## src/rtl/alu_pkg.sv

```systemverilog
// alu_pkg: constants shared by the ALU issue/writeback slice.
//   - ALU function codes carried in the instruction op field
//   - status register bit positions {V,N,C,Z}
//   - issue FSM state encoding
//   - instruction field positions
package alu_pkg;

    localparam int ALU_DATA_W = 8;
    localparam int ALU_REG_AW = 3;

    localparam logic [3:0] OP_ADD  = 4'd0;
    localparam logic [3:0] OP_ADDC = 4'd1;
    localparam logic [3:0] OP_SUB  = 4'd2;
    localparam logic [3:0] OP_SUBC = 4'd3;
    localparam logic [3:0] OP_AND  = 4'd4;
    localparam logic [3:0] OP_OR   = 4'd5;
    localparam logic [3:0] OP_XOR  = 4'd6;
    localparam logic [3:0] OP_NOT  = 4'd7;
    localparam logic [3:0] OP_SHL  = 4'd8;
    localparam logic [3:0] OP_SHR  = 4'd9;
    localparam logic [3:0] OP_ROL  = 4'd10;
    localparam logic [3:0] OP_ROR  = 4'd11;
    localparam logic [3:0] OP_INC  = 4'd12;
    localparam logic [3:0] OP_DEC  = 4'd13;
    localparam logic [3:0] OP_MUL  = 4'd14;
    localparam logic [3:0] OP_CMP  = 4'd15;

    localparam int SREG_Z = 0;
    localparam int SREG_C = 1;
    localparam int SREG_N = 2;
    localparam int SREG_V = 3;

    localparam int INSTR_OP_MSB = 15;
    localparam int INSTR_OP_LSB = 12;
    localparam int INSTR_RD_MSB = 11;
    localparam int INSTR_RD_LSB = 9;
    localparam int INSTR_RS_MSB = 8;
    localparam int INSTR_RS_LSB = 6;

    typedef enum logic [1:0] {
        IDLE  = 2'd0,
        EXEC  = 2'd1,
        WB_HI = 2'd2
    } state_t;

endpackage

```

## src/rtl/regfile8x8.sv

```systemverilog
// regfile8x8: small register file for the issue unit.
//   clk, rst_n           clock and asynchronous active-low reset (clears all entries)
//   i_we/i_waddr/i_wdata single synchronous write port
//   i_raddr_a/o_rdata_a  asynchronous read port for the destination operand
//   i_raddr_b/o_rdata_b  asynchronous read port for the source operand
//   i_raddr_d/o_rdata_d  asynchronous read port for the debug interface
module regfile8x8 #(
    parameter  int REG_COUNT = 8,
    parameter  int DATA_W    = 8,
    localparam int AW        = $clog2(REG_COUNT)
) (
    input  logic              clk,
    input  logic              rst_n,
    input  logic              i_we,
    input  logic [AW-1:0]     i_waddr,
    input  logic [DATA_W-1:0] i_wdata,
    input  logic [AW-1:0]     i_raddr_a,
    output logic [DATA_W-1:0] o_rdata_a,
    input  logic [AW-1:0]     i_raddr_b,
    output logic [DATA_W-1:0] o_rdata_b,
    input  logic [AW-1:0]     i_raddr_d,
    output logic [DATA_W-1:0] o_rdata_d
);

    logic [DATA_W-1:0] r_mem [REG_COUNT];

    // Storage array: everything clears on reset, one write per clock.
    always_ff @(posedge clk or negedge rst_n) begin
        if (!rst_n) begin
            for (int i = 0; i < REG_COUNT; i++) begin
                r_mem[i] <= '0;
            end
        end else if (i_we) begin
            r_mem[i_waddr] <= i_wdata;
        end
    end

    assign o_rdata_a = r_mem[i_raddr_a];
    assign o_rdata_b = r_mem[i_raddr_b];
    assign o_rdata_d = r_mem[i_raddr_d];

endmodule

```

## src/rtl/alu_issue_unit.sv

```systemverilog
// alu_issue_unit: issue/writeback stage wrapped around an external 8-bit ALU.
//   clk, rst_n                 clock, asynchronous active-low reset
//   i_in_valid/o_in_ready      instruction handshake; i_in_instr = {op, rd, rs, 6'bx}
//   i_host_wr_*                host preload port, honoured only while idle
//   i_dbg_addr/o_dbg_data      combinational register read for debug
//   o_alu_a/o_alu_b/o_alu_fsl  registered operands and function code to the ALU
//   i_alu_result/_mul_high/_sreg  ALU outputs captured at the end of EXEC
//   o_sreg                     architectural copy of the ALU flags {V,N,C,Z}
//   o_done                     one-cycle pulse when an instruction retires
module alu_issue_unit
    import alu_pkg::*;
#(
    parameter int REG_COUNT = 8,
    parameter int DATA_W    = 8
) (
    input  logic                         clk,
    input  logic                         rst_n,
    input  logic                         i_in_valid,
    output logic                         o_in_ready,
    input  logic [15:0]                  i_in_instr,
    input  logic                         i_host_wr_en,
    input  logic [$clog2(REG_COUNT)-1:0] i_host_wr_addr,
    input  logic [DATA_W-1:0]            i_host_wr_data,
    input  logic [$clog2(REG_COUNT)-1:0] i_dbg_addr,
    output logic [DATA_W-1:0]            o_dbg_data,
    output logic [DATA_W-1:0]            o_alu_a,
    output logic [DATA_W-1:0]            o_alu_b,
    output logic [3:0]                   o_alu_fsl,
    input  logic [DATA_W-1:0]            i_alu_result,
    input  logic [DATA_W-1:0]            i_alu_mul_high,
    input  logic [3:0]                   i_alu_sreg,
    output logic [3:0]                   o_sreg,
    output logic                         o_done
);

    localparam int AW = $clog2(REG_COUNT);

    state_t            r_state;
    state_t            w_next_state;
    logic [AW-1:0]     r_rd;
    logic [DATA_W-1:0] r_hi;

    logic [3:0]        w_instr_op;
    logic [AW-1:0]     w_instr_rd;
    logic [AW-1:0]     w_instr_rs;
    logic              w_accept;
    logic [DATA_W-1:0] w_rd_data;
    logic [DATA_W-1:0] w_rs_data;
    logic              w_wr_en;
    logic [AW-1:0]     w_wr_addr;
    logic [DATA_W-1:0] w_wr_data;
    logic              w_done;
    logic              w_unused_instr;

    assign w_instr_op     = i_in_instr[INSTR_OP_MSB:INSTR_OP_LSB];
    assign w_instr_rd     = i_in_instr[INSTR_RD_MSB:INSTR_RD_LSB];
    assign w_instr_rs     = i_in_instr[INSTR_RS_MSB:INSTR_RS_LSB];
    assign w_unused_instr = &{1'b0, i_in_instr[5:0]};

    // A pending host write blocks acceptance so the single write port never
    // has to arbitrate between the host and an instruction.
    assign o_in_ready = (r_state == IDLE) && !i_host_wr_en;
    assign w_accept   = i_in_valid && o_in_ready;

    // Operand reads are addressed straight from the offered instruction so
    // the values are captured on the accepting edge.
    regfile8x8 #(
        .REG_COUNT (REG_COUNT),
        .DATA_W    (DATA_W)
    ) u_regfile (
        .clk       (clk),
        .rst_n     (rst_n),
        .i_we      (w_wr_en),
        .i_waddr   (w_wr_addr),
        .i_wdata   (w_wr_data),
        .i_raddr_a (w_instr_rd),
        .o_rdata_a (w_rd_data),
        .i_raddr_b (w_instr_rs),
        .o_rdata_b (w_rs_data),
        .i_raddr_d (i_dbg_addr),
        .o_rdata_d (o_dbg_data)
    );

    always_ff @(posedge clk or negedge rst_n) begin
        if (!rst_n) begin
            r_state <= IDLE;
        end else begin
            r_state <= w_next_state;
        end
    end

    // Sequencing and register-file write selection. The host owns the write
    // port in IDLE; EXEC writes the low result (compare included); WB_HI
    // writes the high product into the next register, wrapping past the top.
    always_comb begin
        w_next_state = r_state;
        w_wr_en      = 1'b0;
        w_wr_addr    = r_rd;
        w_wr_data    = i_alu_result;
        w_done       = 1'b0;
        case (r_state)
            IDLE: begin
                if (i_host_wr_en) begin
                    w_wr_en   = 1'b1;
                    w_wr_addr = i_host_wr_addr;
                    w_wr_data = i_host_wr_data;
                end else if (i_in_valid) begin
                    w_next_state = EXEC;
                end
            end
            EXEC: begin
                w_wr_en = 1'b1;
                if (o_alu_fsl == OP_MUL) begin
                    w_next_state = WB_HI;
                end else begin
                    w_done       = 1'b1;
                    w_next_state = IDLE;
                end
            end
            WB_HI: begin
                w_wr_en      = 1'b1;
                w_wr_addr    = r_rd + AW'(1);
                w_wr_data    = r_hi;
                w_done       = 1'b1;
                w_next_state = IDLE;
            end
            default: begin
                w_next_state = IDLE;
            end
        endcase
    end

    // Datapath registers: ALU operands are loaded on accept and held through
    // EXEC; flags and the high product are captured as EXEC finishes.
    always_ff @(posedge clk or negedge rst_n) begin
        if (!rst_n) begin
            r_rd      <= '0;
            r_hi      <= '0;
            o_alu_a   <= '0;
            o_alu_b   <= '0;
            o_alu_fsl <= '0;
            o_sreg    <= '0;
            o_done    <= 1'b0;
        end else begin
            o_done <= w_done;
            if (w_accept) begin
                r_rd      <= w_instr_rd;
                o_alu_a   <= w_rd_data;
                o_alu_b   <= w_rs_data;
                o_alu_fsl <= w_instr_op;
            end
            if (r_state == EXEC) begin
                o_sreg <= i_alu_sreg;
                if (o_alu_fsl == OP_MUL) begin
                    r_hi <= i_alu_mul_high;
                end
            end
        end
    end

endmodule

```

## config.mk

```make
export PLATFORM = sky130hd
export DESIGN_NAME = alu_issue_unit
export DESIGN_NICKNAME = d
export VERILOG_FILES = /design/src/rtl/alu_pkg.sv /design/src/rtl/regfile8x8.sv /design/src/rtl/alu_issue_unit.sv
export SDC_FILE = /design/constraint.sdc
export NUM_CORES = 1
export LEC_CHECK = 0
export CAP_MARGIN = 25
export CORE_MARGIN = 2
export CORE_UTILIZATION = 40
export CTS_BUF_LIST = sky130_fd_sc_hd__clkbuf_4 sky130_fd_sc_hd__clkbuf_8
export CTS_CLUSTER_DIAMETER = 40
export DETAILED_ROUTE_END_ITERATION = 12
export PLACE_DENSITY = 0.69
export SLEW_MARGIN = 20
export SYNTH_ARGS = -nofsm -noshare
export SYNTH_HDL_FRONTEND = slang
export SYNTH_HIERARCHICAL = 1
export SYNTH_SLANG_ARGS = --single-unit
export TNS_END_PERCENT = 5
```

## constraint.sdc

```tcl
create_clock -name clk -period 3.05 [get_ports clk]
set_clock_uncertainty 0.2 [all_clocks]
set_input_delay 0.61 -clock clk [delete_from_list [all_inputs] [get_ports clk]]
set_output_delay 0.61 -clock clk [all_outputs]
set_load 0.02 [all_outputs]
```

==> qor.yml, run 1 <==
setup_path:
  crit_start: "i_dbg_addr[2]"
  reg2reg_slack_ns: 0.34
  path_delay_family: "buffers and inverters"
  endpoint: "o_dbg_data[3]"
  critPathMaxFanout: 16
  worst-setup-path-type: "input pin to output pin"
  path_depth: 5
  critical-path-max-stage-delay_ns: 0.50
  worstPathArrival_ns: 2.21
  crit_slowest_cell: "clkdlybuf4s50_1"
  r2r_end: "u_regfile/r_mem[53]"
  crit_chain: "clkdlybuf4s50_1, buf_12, mux4_1, mux2_2, dlygate4sd2_1"
  required_ns: 2.24
  crit_buf_inv: 3
  endpoint_kind: "output pin"
  reg2reg_from: "r_state[1]"
  r2r_cells: 8
  critPathLaunchType: "input pin"
synthesis:
  syn_avg_cell_area_sq_um: 15.7
  synth_area_leaders: "dfrtp_1, mux2_2, mux4_1"
  synth.top_cell.area_share_pct: 42.1
  yosys_warnings: 6
  yosysUniqueCellTypes: 31
  synth_seq_cells: 102
  syn_area_sq_um: 6070
  synth_seq_area_share_pct: 42.1
  async_flop_share_pct: 100
  yosysTopAreaCell: "dfrtp_1"
  yosysMostFrequentCell: "mux2_2"
  synth_edf_count: 0
  synthesis.nets: 448
  synth_ff_type: "dfrtp_1"
  synth_cells: 386
  synthTopCellsByCount: "mux2_2, dfrtp_1, mux4_1, mux2_4, nand2_1"
timing:
  rsz0062_at_grt: "no"
  period_share_pct: 98.9
  worstMarginPinSlew_ns: 0.648
  finalHoldViolCount: 0
  hold_slack_ns: 0.311
  fin_crit_ns: 3.02
  slew_viol_final: 0
  tns_ns: 0
  finalSetupViolCount: 0
  fmax_mhz: 332
  relSlewSlack_pct: 56.7
clocking:
  clkLatencyLatePin_ns: 0.39
  cts_root_buf: "clkbuf_8"
  cts.path.max_buffers: 2
  h-tree-depth: 3
  cts_sinks: 102
  cts_tree: "done"
  clk_pin_slew_ns: 0.09
  cts_made_buffers: 9
  post_cts_buffers: 0
die:
  fp.dieH_um: 127
  dieArea_sq_um: 16200
  top_level_ports: 88
  start_util_pct: 40.4
  core_sq_um: 15000
  row_count: 45
  die_x_um: 127
grt:
  grt_usage_pct: 18.7
  grt_pass1_wl_mm: 23.0
  overflow: 0
  antenna_found_initial: 0
  grt_max_degree: 67
  first_global_vias: 4095
placement:
  hpwl_mm: 9.92
  dpl_cell_area_sq_um: 7180
  port_buffers: 81
  gp_congestion: 0.819
power_and_ir_drop:
  p_per_area_nw_per_um2: 961
  cellLeakagePower_nw: 3.21
  ir_drop_mv: 0.320
cells_and_area:
  syn_to_final_growth_pct: 22.6
  n_antenna_cell: 0
  finish.instance_area_sq_um: 7440
  design.final.nets: 540
  drive_gt1_share_pct: 38.9
  fillCellCount: 1277
hold_path:
  hold_depth: 1
  hold_path.class: "flop to flop"
route:
  wl_mm: 14.5
  drc_errors: 0
  drt_pre_antenna_iters: 4
  via_count: 3863
  wl_per_cell_um: 21.5
  routed_via_density: 5.76
  antenna_left: 0
  first_iter_violations: 156
outcome:
  status: "finished, final reports clean"
job:
  maxCapViolations: 0
-- final cells by class --
class	instances	area [sq um]	area share, %
repair buffers	110	1140	15.3
flip-flops and latches	102	2550	34.3
inverters	3	11.3	0.151
clock inverters	7	80.1	1.08
well taps	188	235	3.16
clock buffers	9	124	1.67
multi-input cells	252	3300	44.3
-- routing by layer --
layer,up-vias,part of all wire [%],GRT usage (%)
met5,-,0,0
met4,0,2.6,7.82
met3,27,2.2,2.18
met2,72,54,33.6
met1,2032,41,22.8
li1,1732,-,-
-- logic make-up after synthesis --
group / after synthesis / synth area share, %
flip-flops: 102 / 42.1
adder cells (fa/ha/maj): 8 / 1.65
AO/OA/AOI/OAI: 30 / 3.51
multiplexers: 176 / 45.3
XOR/XNOR: 1 / 0.144
buffers and inverters: 32 / 3.61
AND/OR/NAND/NOR: 37 / 3.69
-- flip-flops by register name (all words and copies together) (netlist names) --
register         cells
o_sreg               4
r_hi                 8
o_alu_a              8
o_alu_b              8
o_alu_fsl            4
o_done               1
r_rd                 3
u_regfile/r_mem     64
r_state              2
-- through the flow --
stage / power [mW] / util, % / instances / setup WS [ns]
after global placement: 6.13 / 47.8 / 653 / -0.444
after global routing: 7.57 / 49.5 / 671 / 0.000456
after CTS: 7.18 / 49.4 / 671 / 0.0217
final: 7.14 / 49.5 / 671 / 0.0345
after detailed placement: 6.28 / 47.8 / 653 / -0.481
after floorplan: 5.00 / - / 386 / 0.403
-- worst min path at each step --
| stage | start | end | slack, ns |
|---|---|---|---|
| after CTS | r_hi[2] | r_hi[2] | 0.32 |
| after global placement | r_hi[2] | r_hi[2] | 0.29 |
| after detailed placement | r_hi[2] | r_hi[2] | 0.30 |
| final | r_hi[2] | r_hi[2] | 0.31 |
| after global routing | r_hi[0] | r_hi[0] | 0.34 |
| after floorplan | rst_n | o_alu_a[0] | 0.11 |
-- repair_timing --
| action | in CTS | in global routing |
|---|---|---|
| setup endpoints to repair | 8 | 2 |
| gates cloned | 1 | 0 |
| resized for setup | 22 | 2 |
| hold buffers | 1 | 0 |
| hold endpoints to repair | 12 | 0 |
| pin swaps | 0 | 0 |
-- cell usage in the layout (no fill, tap or decap), types with 8 or more instances in the layout --
master / count
a21oi_1: 9
buf_4: 22
clkbuf_8: 9
clkdlybuf4s50_1: 70
dfrtp_1: 102
ha_1: 8
mux2_2: 107
mux2_4: 20
mux4_1: 41
nand2_1: 14
nor2_1: 10
o22ai_1: 8
o2bb2a_1: 8
-- worst reg2reg max path, cell delays in order (launching register included) --
cell and delay, ns:
dfrtp_1 0.45, inv_1 0.17, ha_1 0.21, buf_4 0.20
a221o_1 0.28, buf_4 0.17, nor4bb_1 0.30, buf_4 0.27
mux2_2 0.36
-- where the power goes --
part           total [mW]  switching [mW]  leakage [nW]  internal, mW
Clock               0.903           0.514        0.0964         0.388
Combinational        3.62            1.43          1.89          2.19
Sequential           2.62           0.580          1.23          2.04
Total                7.14            2.52          3.21          4.62
No activity file was read; power rests on OpenSTA's default activity.
==> run 2: changes to the inputs <==
Settings changed: CORE_MARGIN 2 to 5, CORE_UTILIZATION 40 to 57, PLACE_DENSITY 0.69 to 0.9.
==> run 2 against run 1 <==
Maximum frequency up 0.12%; combinational power grew 4%; sequential power grew 2%; register-to-register slack worse by 0.07 ns; wire length up 5.4%; critical endpoint is now o_dbg_data[4]; final cell count is 7.5% lower; via count increased by 4.9%; largest cell class unchanged; global-route usage increased by 5.8 points; non-clock buffer count increased by 2.
==> qor.yml, run 2 (synthesis gave the netlist of run 1 again) <==
cells_and_area:
  final_cells: 621  # -7.5%
  fillCellCount: 656  # -49%
  syn_to_final_growth_pct: 21.2
  drive_gt1_share_pct: 39.4  # +0.46 points
  final_common_cell: "mux2_2"
  largest_reg_flops: 64  # unchanged
  largest-register: "u_regfile/r_mem"
  design.final.nets: 542  # +0.37%
  final_cell_mix: "mux2_2, dfrtp_1, clkdlybuf4s50_1"
  n_antenna_cell: 0  # unchanged
setup_path:
  critPathMaxFanout: 16  # unchanged
  endpoint_kind: "output pin"
  crit_chain: "clkdlybuf4s50_1, buf_12, mux4_1, mux2_2, clkdlybuf4s15_1"
  endpoint: "o_dbg_data[4]"
  path_delay_family: "buffers and inverters"
  path_depth: 5  # unchanged
  worst-setup-path-type: "input pin to output pin"
  reg2reg_from: "r_state[0]"
  worstPathArrival_ns: 2.20  # about the same
  r2r_cells: 8  # unchanged
  crit_buf_inv: 3  # unchanged
  critical-path-max-stage-delay_ns: 0.52  # +0.02 ns
  reg2reg_slack_ns: 0.27  # -0.07 ns
  critPathLaunchType: "input pin"
  crit_slowest_cell: "clkdlybuf4s50_1"
  crit_start: "i_dbg_addr[2]"
  r2r_end: "u_regfile/r_mem[28]"
  required_ns: 2.24  # about the same
power_and_ir_drop:
  cellLeakagePower_nw: 3.20  # -0.41%
  p_per_area_nw_per_um2: 991  # +3.2%
  ir_drop_mv: 0.459  # +43%
route:
  wl_mm: 15.2  # +5.4%
  wl_per_cell_um: 24.5  # +14%
  routed_via_density: 6.53  # +13%
  antenna_left: 0  # unchanged
  first_iter_violations: 329  # +110%
  drc_errors: 0  # unchanged
  via_count: 4053  # +4.9%
  drt_pre_antenna_iters: 5  # +1
hold_path:
  hold_path.class: "input pin to async pin"
die:
  dieArea_sq_um: 12800  # -21%
  top_level_ports: 88  # unchanged
  die_x_um: 113  # -11%
  start_util_pct: 58.5  # +18 points
  fp.dieH_um: 113  # -11%
  row_count: 37  # -18%
  core_sq_um: 10400  # -31%
placement:
  hpwl_mm: 10.2  # +2.4%
  gp_congestion: 0.898  # +9.6%
  port_buffers: 81  # unchanged
  place_inst: 604  # -7.5%
clocking:
  clkLatencyLatePin_ns: 0.35  # -0.04 ns
  post_cts_buffers: 0  # unchanged
  cts_made_buffers: 9  # unchanged
  h-tree-depth: 3  # unchanged
  clk_pin_slew_ns: 0.10  # about the same
  cts_sinks: 102  # unchanged
  cts_root_buf: "clkbuf_8"
  cts_tree: "done"
  cts.path.max_buffers: 2  # unchanged
timing:
  worstMarginPinSlew_ns: 0.835  # +0.187 ns
  finalSetupViolCount: 0  # unchanged
  period_share_pct: 98.7  # -0.12 points
  fmax_mhz: 332  # +0.12%
  slew_viol_final: 0  # unchanged
  finalHoldViolCount: 0  # unchanged
  relSlewSlack_pct: 44.3  # -12 points
  rsz0062_at_grt: "no"
  fin_crit_ns: 3.01  # -0.00365 ns
  tns_ns: 0  # unchanged
grt:
  first_global_vias: 4369  # +6.7%
  grt_pass1_wl_mm: 24.3  # +5.8%
  antenna_found_initial: 0  # unchanged
  grt_usage_pct: 24.5  # +5.8 points
  grt_max_degree: 66  # -1.5%
  overflow: 0  # unchanged
job:
  maxCapViolations: 0  # unchanged
outcome:
  status: "finished, final reports clean"
## run 2: how the worst min path moves through the flow
stage / slack [ns] / from / end / depth (start not counted)
4_1_cts: 0.16 / rst_n / u_regfile/r_mem[0] / 1
3_3_place_gp: 0.29 / o_sreg[3] / o_sreg[3] / 1
5_1_grt: 0.18 / rst_n / r_hi[0] / 1
3_5_place_dp: 0.29 / o_sreg[3] / o_sreg[3] / 1
6_report: 0.14 / rst_n / r_hi[0] / 1
2_1_floorplan: 0.11 / rst_n / o_alu_a[0] / 0
## run 2: layout make-up
class / count / area (sq um) / area share, %
clock inverter: 7 / 78.8 / 1.07
inverter: 3 / 11.3 / 0.153
timing repair buffer: 112 / 1120 / 15.2
multi-input combinational: 252 / 3300 / 44.8
sequential: 102 / 2550 / 34.7
clock buffer: 9 / 124 / 1.68
tap: 136 / 170 / 2.31
## run 2: metrics by stage
| stage | hold WS [ns] | util [%] | power [mW] | worst slack, ns | cell area (sq um) |
|---|---|---|---|---|---|
| after floorplan | 0.114 | - | 5.00 | 0.403 | 6070 |
| after global placement | 0.290 | 68.7 | 6.11 | -0.436 | 7130 |
| after detailed placement | 0.295 | 68.7 | 6.34 | -0.467 | 7130 |
| after CTS | 0.157 | 71.0 | 7.24 | 0.000352 | 7360 |
| after global routing | 0.183 | 70.9 | 7.65 | 0.00465 | 7360 |
| final | 0.138 | 70.9 | 7.29 | 0.0382 | 7360 |
## run 2: power by group
part / switching [mW] / leakage (nW) / internal (mW)
Clock: 0.494 / 0.0982 / 0.391
Combinational: 1.52 / 1.88 / 2.22
Sequential: 0.619 / 1.23 / 2.04
## run 2: timing repair
action	4_1_cts	5_1_grt
resized for setup	21	4
endpoints found under the setup margin	8	5
hold buffers	0	0
cloned	1	0
hold endpoints to repair	0	0
## run 2: routing by layer
metal,vias up,share of wire [%],GRT usage [%],wire length [um]
met5,-,0,0,0
met4,0,2.4,9.54,370
met3,36,6.2,3.90,947
met2,199,53,42.9,8100
met1,2092,38,30.5,5820
li1,1726,-,-,-
